===== src/rtl/sobel_pkg.sv =====
// sobel_pkg: shared magnitude-mode codes and width helpers for the Sobel datapath
package sobel_pkg;
    localparam logic [1:0] SOBEL_MODE_L1  = 2'd0;
    localparam logic [1:0] SOBEL_MODE_GX  = 2'd1;
    localparam logic [1:0] SOBEL_MODE_GY  = 2'd2;
    localparam logic [1:0] SOBEL_MODE_MAX = 2'd3;

    // width of the pre-shift magnitude: |gx|+|gy| needs one bit above a partial sum
    function automatic int mag_w(input int pix_w);
        return pix_w + 3;
    endfunction

    // width wide enough to compare the shifted magnitude against the output ceiling
    function automatic int sat_cmp_w(input int pix_w, input int out_w);
        return (mag_w(pix_w) > out_w) ? mag_w(pix_w) : out_w;
    endfunction
endpackage


===== src/rtl/sobel_pipe_if.sv =====
// sobel_pipe_if: window-in / magnitude-out valid-ready bundle for the Sobel operator
interface sobel_pipe_if #(
    parameter int PIX_W = 8,
    parameter int OUT_W = 8
);
    logic               in_valid;
    logic               in_ready;
    logic [9*PIX_W-1:0] in_win;
    logic [1:0]         mode;
    logic [OUT_W-1:0]   thresh;
    logic               out_valid;
    logic               out_ready;
    logic [OUT_W-1:0]   out_mag;
    logic               out_edge;

    modport master (
        output in_valid, in_win, mode, thresh, out_ready,
        input  in_ready, out_valid, out_mag, out_edge
    );

    modport slave (
        input  in_valid, in_win, mode, thresh, out_ready,
        output in_ready, out_valid, out_mag, out_edge
    );
endinterface


===== src/rtl/sobel_grad3x3.sv =====
// sobel_grad3x3: combinational positive/negative Sobel partial sums of a flat 3x3 window
module sobel_grad3x3 #(
    parameter int PIX_W = 8
) (
    input  logic [9*PIX_W-1:0] i_win,
    output logic [PIX_W+1:0]   o_gxp,
    output logic [PIX_W+1:0]   o_gxn,
    output logic [PIX_W+1:0]   o_gyp,
    output logic [PIX_W+1:0]   o_gyn
);
    localparam int SW = PIX_W + 2;

    logic [SW-1:0] w_p [9];

    for (genvar k = 0; k < 9; k++) begin : g_pix
        assign w_p[k] = SW'(i_win[k*PIX_W +: PIX_W]);
    end

    // each sum is at most 4*(2^PIX_W-1), so PIX_W+2 bits never wrap
    assign o_gxp = w_p[2] + (w_p[5] << 1) + w_p[8];
    assign o_gxn = w_p[0] + (w_p[3] << 1) + w_p[6];
    assign o_gyp = w_p[6] + (w_p[7] << 1) + w_p[8];
    assign o_gyn = w_p[0] + (w_p[1] << 1) + w_p[2];
endmodule


===== src/rtl/sobel_pipe.sv =====
// sobel_pipe: three-stage Sobel magnitude/edge pipeline with global-stall valid/ready flow
module sobel_pipe
    import sobel_pkg::*;
#(
    parameter int PIX_W = 8,
    parameter int OUT_W = 8,
    parameter int SHIFT = 1
) (
    input  logic         clock,
    input  logic         reset_n,
    sobel_pipe_if.slave  bus
);
    localparam int SW = PIX_W + 2;
    localparam int MW = mag_w(PIX_W);
    localparam int CW = sat_cmp_w(PIX_W, OUT_W);

    logic                    w_adv;
    logic [SW-1:0]           w_gxp, w_gxn, w_gyp, w_gyn;
    logic signed [PIX_W+2:0] w_gx, w_gy;
    logic [SW-1:0]           w_ax, w_ay;
    logic [MW-1:0]           w_m, w_s;
    logic [CW-1:0]           w_s_ext;
    logic [OUT_W-1:0]        w_mag;
    logic                    w_edge;

    logic                    r_v1, r_v2, r_v3;
    logic [SW-1:0]           r_gxp, r_gxn, r_gyp, r_gyn;
    logic [SW-1:0]           r_ax, r_ay;
    logic [1:0]              r_mode1, r_mode2;
    logic [OUT_W-1:0]        r_thr1, r_thr2;
    logic [OUT_W-1:0]        r_mag;
    logic                    r_edge;

    // the whole pipe moves together: it may advance whenever the output slot is free or being drained
    assign w_adv        = !r_v3 || bus.out_ready;
    assign bus.in_ready = w_adv;

    sobel_grad3x3 #(.PIX_W(PIX_W)) u_grad (
        .i_win (bus.in_win),
        .o_gxp (w_gxp),
        .o_gxn (w_gxn),
        .o_gyp (w_gyp),
        .o_gyn (w_gyn)
    );

    assign w_gx = $signed({1'b0, r_gxp}) - $signed({1'b0, r_gxn});
    assign w_gy = $signed({1'b0, r_gyp}) - $signed({1'b0, r_gyn});
    assign w_ax = w_gx[PIX_W+2] ? SW'(-w_gx) : SW'(w_gx);
    assign w_ay = w_gy[PIX_W+2] ? SW'(-w_gy) : SW'(w_gy);

    assign w_m = (r_mode2 == SOBEL_MODE_L1) ? MW'(r_ax) + MW'(r_ay) :
                 (r_mode2 == SOBEL_MODE_GX) ? MW'(r_ax) :
                 (r_mode2 == SOBEL_MODE_GY) ? MW'(r_ay) :
                 (r_ax > r_ay)              ? MW'(r_ax) : MW'(r_ay);

    // saturate in a width that holds both the shifted magnitude and the output ceiling
    assign w_s     = w_m >> SHIFT;
    assign w_s_ext = CW'(w_s);
    assign w_mag   = (w_s_ext > CW'({OUT_W{1'b1}})) ? {OUT_W{1'b1}} : w_s_ext[OUT_W-1:0];
    assign w_edge  = (w_mag >= r_thr2);

    // stage 1: partial sums plus the window's mode/threshold sideband
    always_ff @(posedge clock or negedge reset_n) begin
        if (!reset_n) begin
            r_v1    <= 1'b0;
            r_gxp   <= '0;
            r_gxn   <= '0;
            r_gyp   <= '0;
            r_gyn   <= '0;
            r_mode1 <= '0;
            r_thr1  <= '0;
        end else if (w_adv) begin
            r_v1    <= bus.in_valid;
            r_gxp   <= w_gxp;
            r_gxn   <= w_gxn;
            r_gyp   <= w_gyp;
            r_gyn   <= w_gyn;
            r_mode1 <= bus.mode;
            r_thr1  <= bus.thresh;
        end
    end

    // stage 2: absolute gradients, sideband follows
    always_ff @(posedge clock or negedge reset_n) begin
        if (!reset_n) begin
            r_v2    <= 1'b0;
            r_ax    <= '0;
            r_ay    <= '0;
            r_mode2 <= '0;
            r_thr2  <= '0;
        end else if (w_adv) begin
            r_v2    <= r_v1;
            r_ax    <= w_ax;
            r_ay    <= w_ay;
            r_mode2 <= r_mode1;
            r_thr2  <= r_thr1;
        end
    end

    // stage 3: selected, normalised, saturated magnitude and its edge flag
    always_ff @(posedge clock or negedge reset_n) begin
        if (!reset_n) begin
            r_v3   <= 1'b0;
            r_mag  <= '0;
            r_edge <= 1'b0;
        end else if (w_adv) begin
            r_v3   <= r_v2;
            r_mag  <= w_mag;
            r_edge <= w_edge;
        end
    end

    assign bus.out_valid = r_v3;
    assign bus.out_mag   = r_mag;
    assign bus.out_edge  = r_edge;
endmodule


===== src/flat_wrapper.sv =====
// flat-port wrapper written by rule: the top's interface ports become plain ports
module sobel_pipe_flat import sobel_pkg::*;
#(
    parameter int PIX_W = 8,
    parameter int OUT_W = 8,
    parameter int SHIFT = 1
)
  (clock, reset_n, bus_in_valid, bus_in_win, bus_mode, bus_thresh, bus_out_ready, bus_in_ready, bus_out_valid, bus_out_mag, bus_out_edge);
  sobel_pipe_if #(.PIX_W(PIX_W), .OUT_W(OUT_W)) bus_i ();
  input  logic clock;
  input  logic reset_n;
  input wire logic [$bits(bus_i.in_valid)-1:0] bus_in_valid;
  input wire logic [$bits(bus_i.in_win)-1:0] bus_in_win;
  input wire logic [$bits(bus_i.mode)-1:0] bus_mode;
  input wire logic [$bits(bus_i.thresh)-1:0] bus_thresh;
  input wire logic [$bits(bus_i.out_ready)-1:0] bus_out_ready;
  output wire logic [$bits(bus_i.in_ready)-1:0] bus_in_ready;
  output wire logic [$bits(bus_i.out_valid)-1:0] bus_out_valid;
  output wire logic [$bits(bus_i.out_mag)-1:0] bus_out_mag;
  output wire logic [$bits(bus_i.out_edge)-1:0] bus_out_edge;
  assign bus_i.in_valid = bus_in_valid;
  assign bus_i.in_win = bus_in_win;
  assign bus_i.mode = bus_mode;
  assign bus_i.thresh = bus_thresh;
  assign bus_i.out_ready = bus_out_ready;
  assign bus_in_ready = bus_i.in_ready;
  assign bus_out_valid = bus_i.out_valid;
  assign bus_out_mag = bus_i.out_mag;
  assign bus_out_edge = bus_i.out_edge;
  sobel_pipe #(.PIX_W(PIX_W), .OUT_W(OUT_W), .SHIFT(SHIFT)) u_core (.clock(clock), .reset_n(reset_n), .bus(bus_i));
endmodule

===== config.mk =====
export PLATFORM = sky130hd
export DESIGN_NAME = sobel_pipe_flat
export DESIGN_NICKNAME = d
export VERILOG_FILES = /design/src/rtl/sobel_pkg.sv /design/src/rtl/sobel_pipe_if.sv /design/src/rtl/sobel_grad3x3.sv /design/src/rtl/sobel_pipe.sv /design/src/flat_wrapper.sv
export SDC_FILE = /design/constraint.sdc
export NUM_CORES = 1
export LEC_CHECK = 0
export ABC_AREA = 0
export CELL_PAD_IN_SITES_DETAIL_PLACEMENT = 1
export CELL_PAD_IN_SITES_GLOBAL_PLACEMENT = 1
export CORE_ASPECT_RATIO = 0.5
export CORE_MARGIN = 2
export CORE_UTILIZATION = 35
export CTS_CLUSTER_SIZE = 8
export DETAILED_ROUTE_END_ITERATION = 10
export HOLD_SLACK_MARGIN = 0.05
export PLACE_DENSITY_LB_ADDON = 0.1
export REMOVE_ABC_BUFFERS = 1
export SLEW_MARGIN = 15
export SYNTH_ARGS = -nofsm -noshare
export SYNTH_HDL_FRONTEND = slang
export SYNTH_SLANG_ARGS = --single-unit

===== constraint.sdc =====
create_clock -name clock -period 7.3 [get_ports clock]
set_input_delay 0.73 -clock clock [delete_from_list [all_inputs] [get_ports clock]]
set_output_delay 0.73 -clock clock [all_outputs]
set_load 0.05 [all_outputs]

# ---- Yosys cells after proc, flatten, opt, wreduce, memory -nomap -nowiden
# Cells that the tools add are included.
dict set report classes {
  order_cmp 3
  muxes 7
  reduce_logical 3
  add_sub_neg 13
  eq_ne 2
}
# op count
set op_table {}
lappend op_table {{$add 10x8->10} 4}
lappend op_table {{$add 8x9->10} 4}
lappend op_table {{$mux 11} 3}
lappend op_table {{$mux 10} 3}
lappend op_table {{$sub 10x10->11} 2}
lappend op_table {{$neg 10->10} 2}
lappend op_table {{$add 10x10->11} 1}
lappend op_table {{$gt 10x10->1} 1}
lappend op_table {{$gt 10x8->1 const B} 1}
lappend op_table {{$ge 8x8->1} 1}
lappend op_table {{$mux 8} 1}
lappend op_table {{$eq 2x1->1 const B} 1}
lappend op_table {{$eq 2x2->1 const B} 1}
lappend op_table {{$logic_not 2->1} 1}
lappend op_table {{$logic_not 1->1} 1}
lappend op_table {{$logic_or 1x1->1} 1}
dict set report word_totals {
  input_bits 86
  regBits 92
}

# ---- Longest topological paths before layout
dict set report depth {
  word_depth 8
  depth_mapped 18
}

# ---- By module
# Synthesis repeated with hierarchy kept, for this count alone.
dict set report unflattened {
  hier_cells 877
  hier_area_um2 7762.4
}
# mod area_each_um2 cells_per_inst seq_area_each_um2 n_inst
set by_module_without_submodules {}
lappend by_module_without_submodules {sobel_pipe 5936.9 690 2302.2 1}
lappend by_module_without_submodules {sobel_grad3x3 1825.5 187 0.0 1}

# ---- Least setup slack after synthesis
# OpenSTA, ideal clock, no wires.
dict set report synth_path {
  path_kind {register to register}
  startpoint {register u_core.r_ay[4]}
  endpoint {register u_core.r_edge (netlist: u_core.bus.out_edge)}
  t_required_ns 7.171
  setup_time_ns 0.129
  setup_slack_ns 3.771
  period_less_slack_ns 3.529
  t_arrival_ns 3.400
  path_stages_with_launch 19
  n_path_buf 2
  cell_sequence {dfrtp_1 > inv_1 > ha_1 > buf_2 > and4_4 > and3b_1 > o31ai_1 > a31oi_2 > buf_2 > a221oi_1 > and2_1 > ha_1 > nand2b_1 > a21o_1 > a21oi_1 > nor2b_1 > o21ai_0 > a21oi_1 > o41a_1}
}
dict set report synth_via {
  elab_chain_cells 8
  elab_cells_between_ends 9
  cone_classes {1 x add/sub; 3 x order compare; 5 x mux}
}
# element line
set synth_rtl {}
lappend synth_rtl {{start, declared} sobel_pipe.sv:28} ;# logic [SW-1:0] r_ax, r_ay;
lappend synth_rtl {{start signal, assigned} sobel_pipe.sv:94} ;# r_ay <= w_ay;
lappend synth_rtl {{$gt 10x10->1} sobel_pipe.sv:54} ;# (r_ax > r_ay) ? MW'(r_ax) : MW'(r_ay);
lappend synth_rtl {{$mux 10} sobel_pipe.sv:54}
lappend synth_rtl {{$mux 11} sobel_pipe.sv:53} ;# (r_mode2 == SOBEL_MODE_GY) ? MW'(r_ay) :
lappend synth_rtl {{$mux 11} sobel_pipe.sv:52} ;# (r_mode2 == SOBEL_MODE_GX) ? MW'(r_ax) :
lappend synth_rtl {{$mux 11 (*)} sobel_pipe.sv:51} ;# assign w_m = (r_mode2 == SOBEL_MODE_L1) ? MW'(r_ax) + MW'(r_ay) :
lappend synth_rtl {{$gt 10x8->1} sobel_pipe.sv:59} ;# assign w_mag = (w_s_ext > CW'({OUT_W{1'b1}})) ? {OUT_W{1'b1}} : w_s_ext[OUT_W-1:0];
lappend synth_rtl {{$mux 8 (*)} sobel_pipe.sv:59}
lappend synth_rtl {{$ge 8x8->1 (*)} sobel_pipe.sv:60} ;# assign w_edge = (w_mag >= r_thr2);
lappend synth_rtl {{end signal, assigned} sobel_pipe.sv:109} ;# r_edge <= w_edge;
lappend synth_rtl {{end, declared} sobel_pipe.sv:32} ;# logic r_edge;
# Every way passes the cells marked *; elsewhere a longest branch is shown, timed or not.
# A chain may end at the register's enable or synchronous reset.

# ---- Worst setup path after layout
dict set report layout_path {
  startpoint {register u_core.r_ax[4]}
  endpoint {register u_core.r_edge (netlist: u_core.bus.out_edge)}
}
dict set report layout_via {
  elab_chain_cells 8
  elab_cells_between_ends 9
  cone_classes {1 x add/sub; 3 x order compare; 5 x mux}
}
# element line
set layout_rtl {}
lappend layout_rtl {{start, declared} sobel_pipe.sv:28}
lappend layout_rtl {{start signal, assigned} sobel_pipe.sv:93} ;# r_ax <= w_ax;
lappend layout_rtl {{$gt 10x10->1} sobel_pipe.sv:54}
lappend layout_rtl {{$mux 10} sobel_pipe.sv:54}
lappend layout_rtl {{$mux 11} sobel_pipe.sv:53}
lappend layout_rtl {{$mux 11} sobel_pipe.sv:52}
lappend layout_rtl {{$mux 11 (*)} sobel_pipe.sv:51}
lappend layout_rtl {{$gt 10x8->1} sobel_pipe.sv:59}
lappend layout_rtl {{$mux 8 (*)} sobel_pipe.sv:59}
lappend layout_rtl {{$ge 8x8->1 (*)} sobel_pipe.sv:60}
# Marks and branches as above.

==> out/metrics.yaml <==
outcome: "finished, final reports clean"
startpoint_type: "flop"
fp-row-count: 37
drc: 0
grt_pass1_vias: 6491
dp_slack_ns: 3.01
antenna_found_initial: 0
drv_slew: 0
min_period_ns: 4.29
vias: 6062
ctsResizeCount: 0
rsz0062_at_grt: "false"
ys_ff_latch: 92
core_area_um2: 20800
hold_violations: 0
finalSetupViolCount: 0
drtAntennaViolNets: 0
synthesis.instances: 843
crit_fanout: 16
ir_drop_uv: 155
diodes: 0
synthArstFlopShare_pct: 100
layout_common_cells: "nand2_1, dfrtp_1, clkdlybuf4s50_1"
initial_core_util_pct: 36.2
tritoncts: "done"
worst_pin_slew_ns: 0.946
fin_crit_sh_pct: 58.7
synth.area.top_cells: "dfrtp_1, ha_1, fa_1"
synth_edf_count: 0
synth_area_um2: 7520
area_growth_pct: 19.1
leakage_nw: 4.00
wl_um: 19900
clk_latency_ns: 0.36
hold_buffers: 0
cts.clk_slew.worst_paths_ns: 0.07
pin_count: 97
grt_overflow: 0
cp.arrival_ns: 4.53
gp_congestion: 0.837
finClkSkew_ns: 0.0125
postCtsSetupBuffers: 0
finalSetupTns_ns: 0
numCtsBuffers: 9
io_buffer_count: 88
cts_max_path_buffers: 2
dp_hpwl_um: 15900
ys_seq_area_share_pct: 30.6
max_cap_viol_count: 0
track_usage_pct: 19.0
setup_ws_ns: 3.01
startpoint: "u_core.r_ax[4]$_DFFE_PN0P_"
synth_cell_type_count: 61
cp.required_ns: 7.54
max_freq_ghz: 0.233
crit_type: "reg -> reg"
wl_per_cell_um: 16.7
drt_iter0_markers: 206
drive_above_1_share_pct: 4.56
rr_startpoint: "u_core.r_ax[4]$_DFFE_PN0P_"
grt_pass1_wl_um: 33500
fillers: 2422
die_h_um: 108
endpoint_kind: "flop"
cts.sinks: 92
yosys.area.top_type_share_pct: 30.6
synth_top_cell_by_area: "dfrtp_1"
vias_per_cell: 5.07
synth_warnings: 0
die_area_um2: 22700
hold_class: "in -> async"
die_w_um: 211
cts_max_level: 3
nets: 1125
slew_headroom_pct: 36.9
power_density_nw_per_um2: 468
grt_max_degree: 94
syn_area_per_cell_um2: 8.92
synth_ff_type: "dfrtp_1"
root_buffer: "clkbuf_16"
final_common_cell: "nand2_1"
first_pass_iters: 4
cells by family after synthesis:
kind of cell / synth area share [%]
compound gates: 17.7
xor+xnor: 6.41
fa+ha+maj: 23.6
buf+inv: 4.96
flops: 30.6
mux: 1.13
simple gates: 15.6
worst paths after layout:
check                      cells after the start  slack, ns                               end
setup / recovery                              16       3.01   u_core.bus.out_edge$_DFFE_PN0P_
hold / removal                                 1       0.28      u_core.r_thr1[2]$_DFFE_PN0P_
setup reg to reg                              16       3.01   u_core.bus.out_edge$_DFFE_PN0P_
hold reg to reg                                1       0.47  u_core.bus.out_valid$_DFFE_PN0P_
max in group asynchronous                      2       5.80       u_core.r_gxp[3]$_DFFE_PN0P_
min in group clock                             1       0.47  u_core.bus.out_valid$_DFFE_PN0P_
final cells by class:
type,count,area [µm²],share of cell area (%)
inverter,70,264,2.95
tap,273,342,3.81
clock buffer,10,229,2.56
timing repair buffer,92,908,10.1
sequential,92,2300,25.7
multi-input combinational,653,4850,54.2
clock inverter,5,60.1,0.671
Yosys cell counts (all sizes together) (7+ instances only):
cell type and instances:
o21ai 58, nand2b 15, fa 35, a21oi 64
clkbuf 22, a31oi 17, nand2 117, nor3 10
nor2 73, inv 69, dfrtp 92, ha 86
or2 7, xnor2 27, o31ai 8, a211oi 7
nor2b 13, xor2 28
sequential cells by signal, summed over array words and instances, names as in the netlist, 10 cells and up:
signal	count
u_core.r_ax	10
u_core.r_ay	10
u_core.r_gxn	10
u_core.r_gxp	10
u_core.r_gyn	10
u_core.r_gyp	10
through the flow:
step	instances	hold WS (ns)	utilization, %	cell area, µm²	total power [W]
4_1_cts	1195	0.283	43.1	8950	0.00425
6_report	1195	0.284	43.1	8950	0.00419
3_5_place_dp	1180	0.452	41.7	8660	0.00374
2_1_floorplan	815	0.430	-	7410	0.00296
3_3_place_gp	1180	0.441	41.7	8660	0.00364
5_1_grt	1195	0.292	43.1	8950	0.00465
worst max-delay path: stages (launching register included):
cell and delay [ns]:
dfrtp_1 0.45, ha_1 0.46, and4_4 0.27, and3b_1 0.15, o31ai_1 0.07, a31oi_2 0.69
nor2_1 0.20, a221oi_1 0.37, and2_1 0.18, ha_1 0.22, nand2b_1 0.14, a21o_1 0.18
a21oi_1 0.15, nor2b_1 0.06, o21ai_0 0.17, a21oi_1 0.10, o41a_1 0.30
per-layer routing:
layer / part of all wire, % / vias up / global-route usage [%]
met3: 3.5 / 10 / 4.11
met5: 0 / - / 0
met1: 51 / 2924 / 25.7
li1: - / 3038 / -
met4: 0.73 / 0 / 3.47
met2: 45 / 90 / 31.8
report_power, final:
group          internal, W  switching (W)
combinational      0.00115        0.00167
clock             0.000266       0.000210
sequential        0.000733       0.000161
Note: power is estimated with default switching activity, not from simulation.
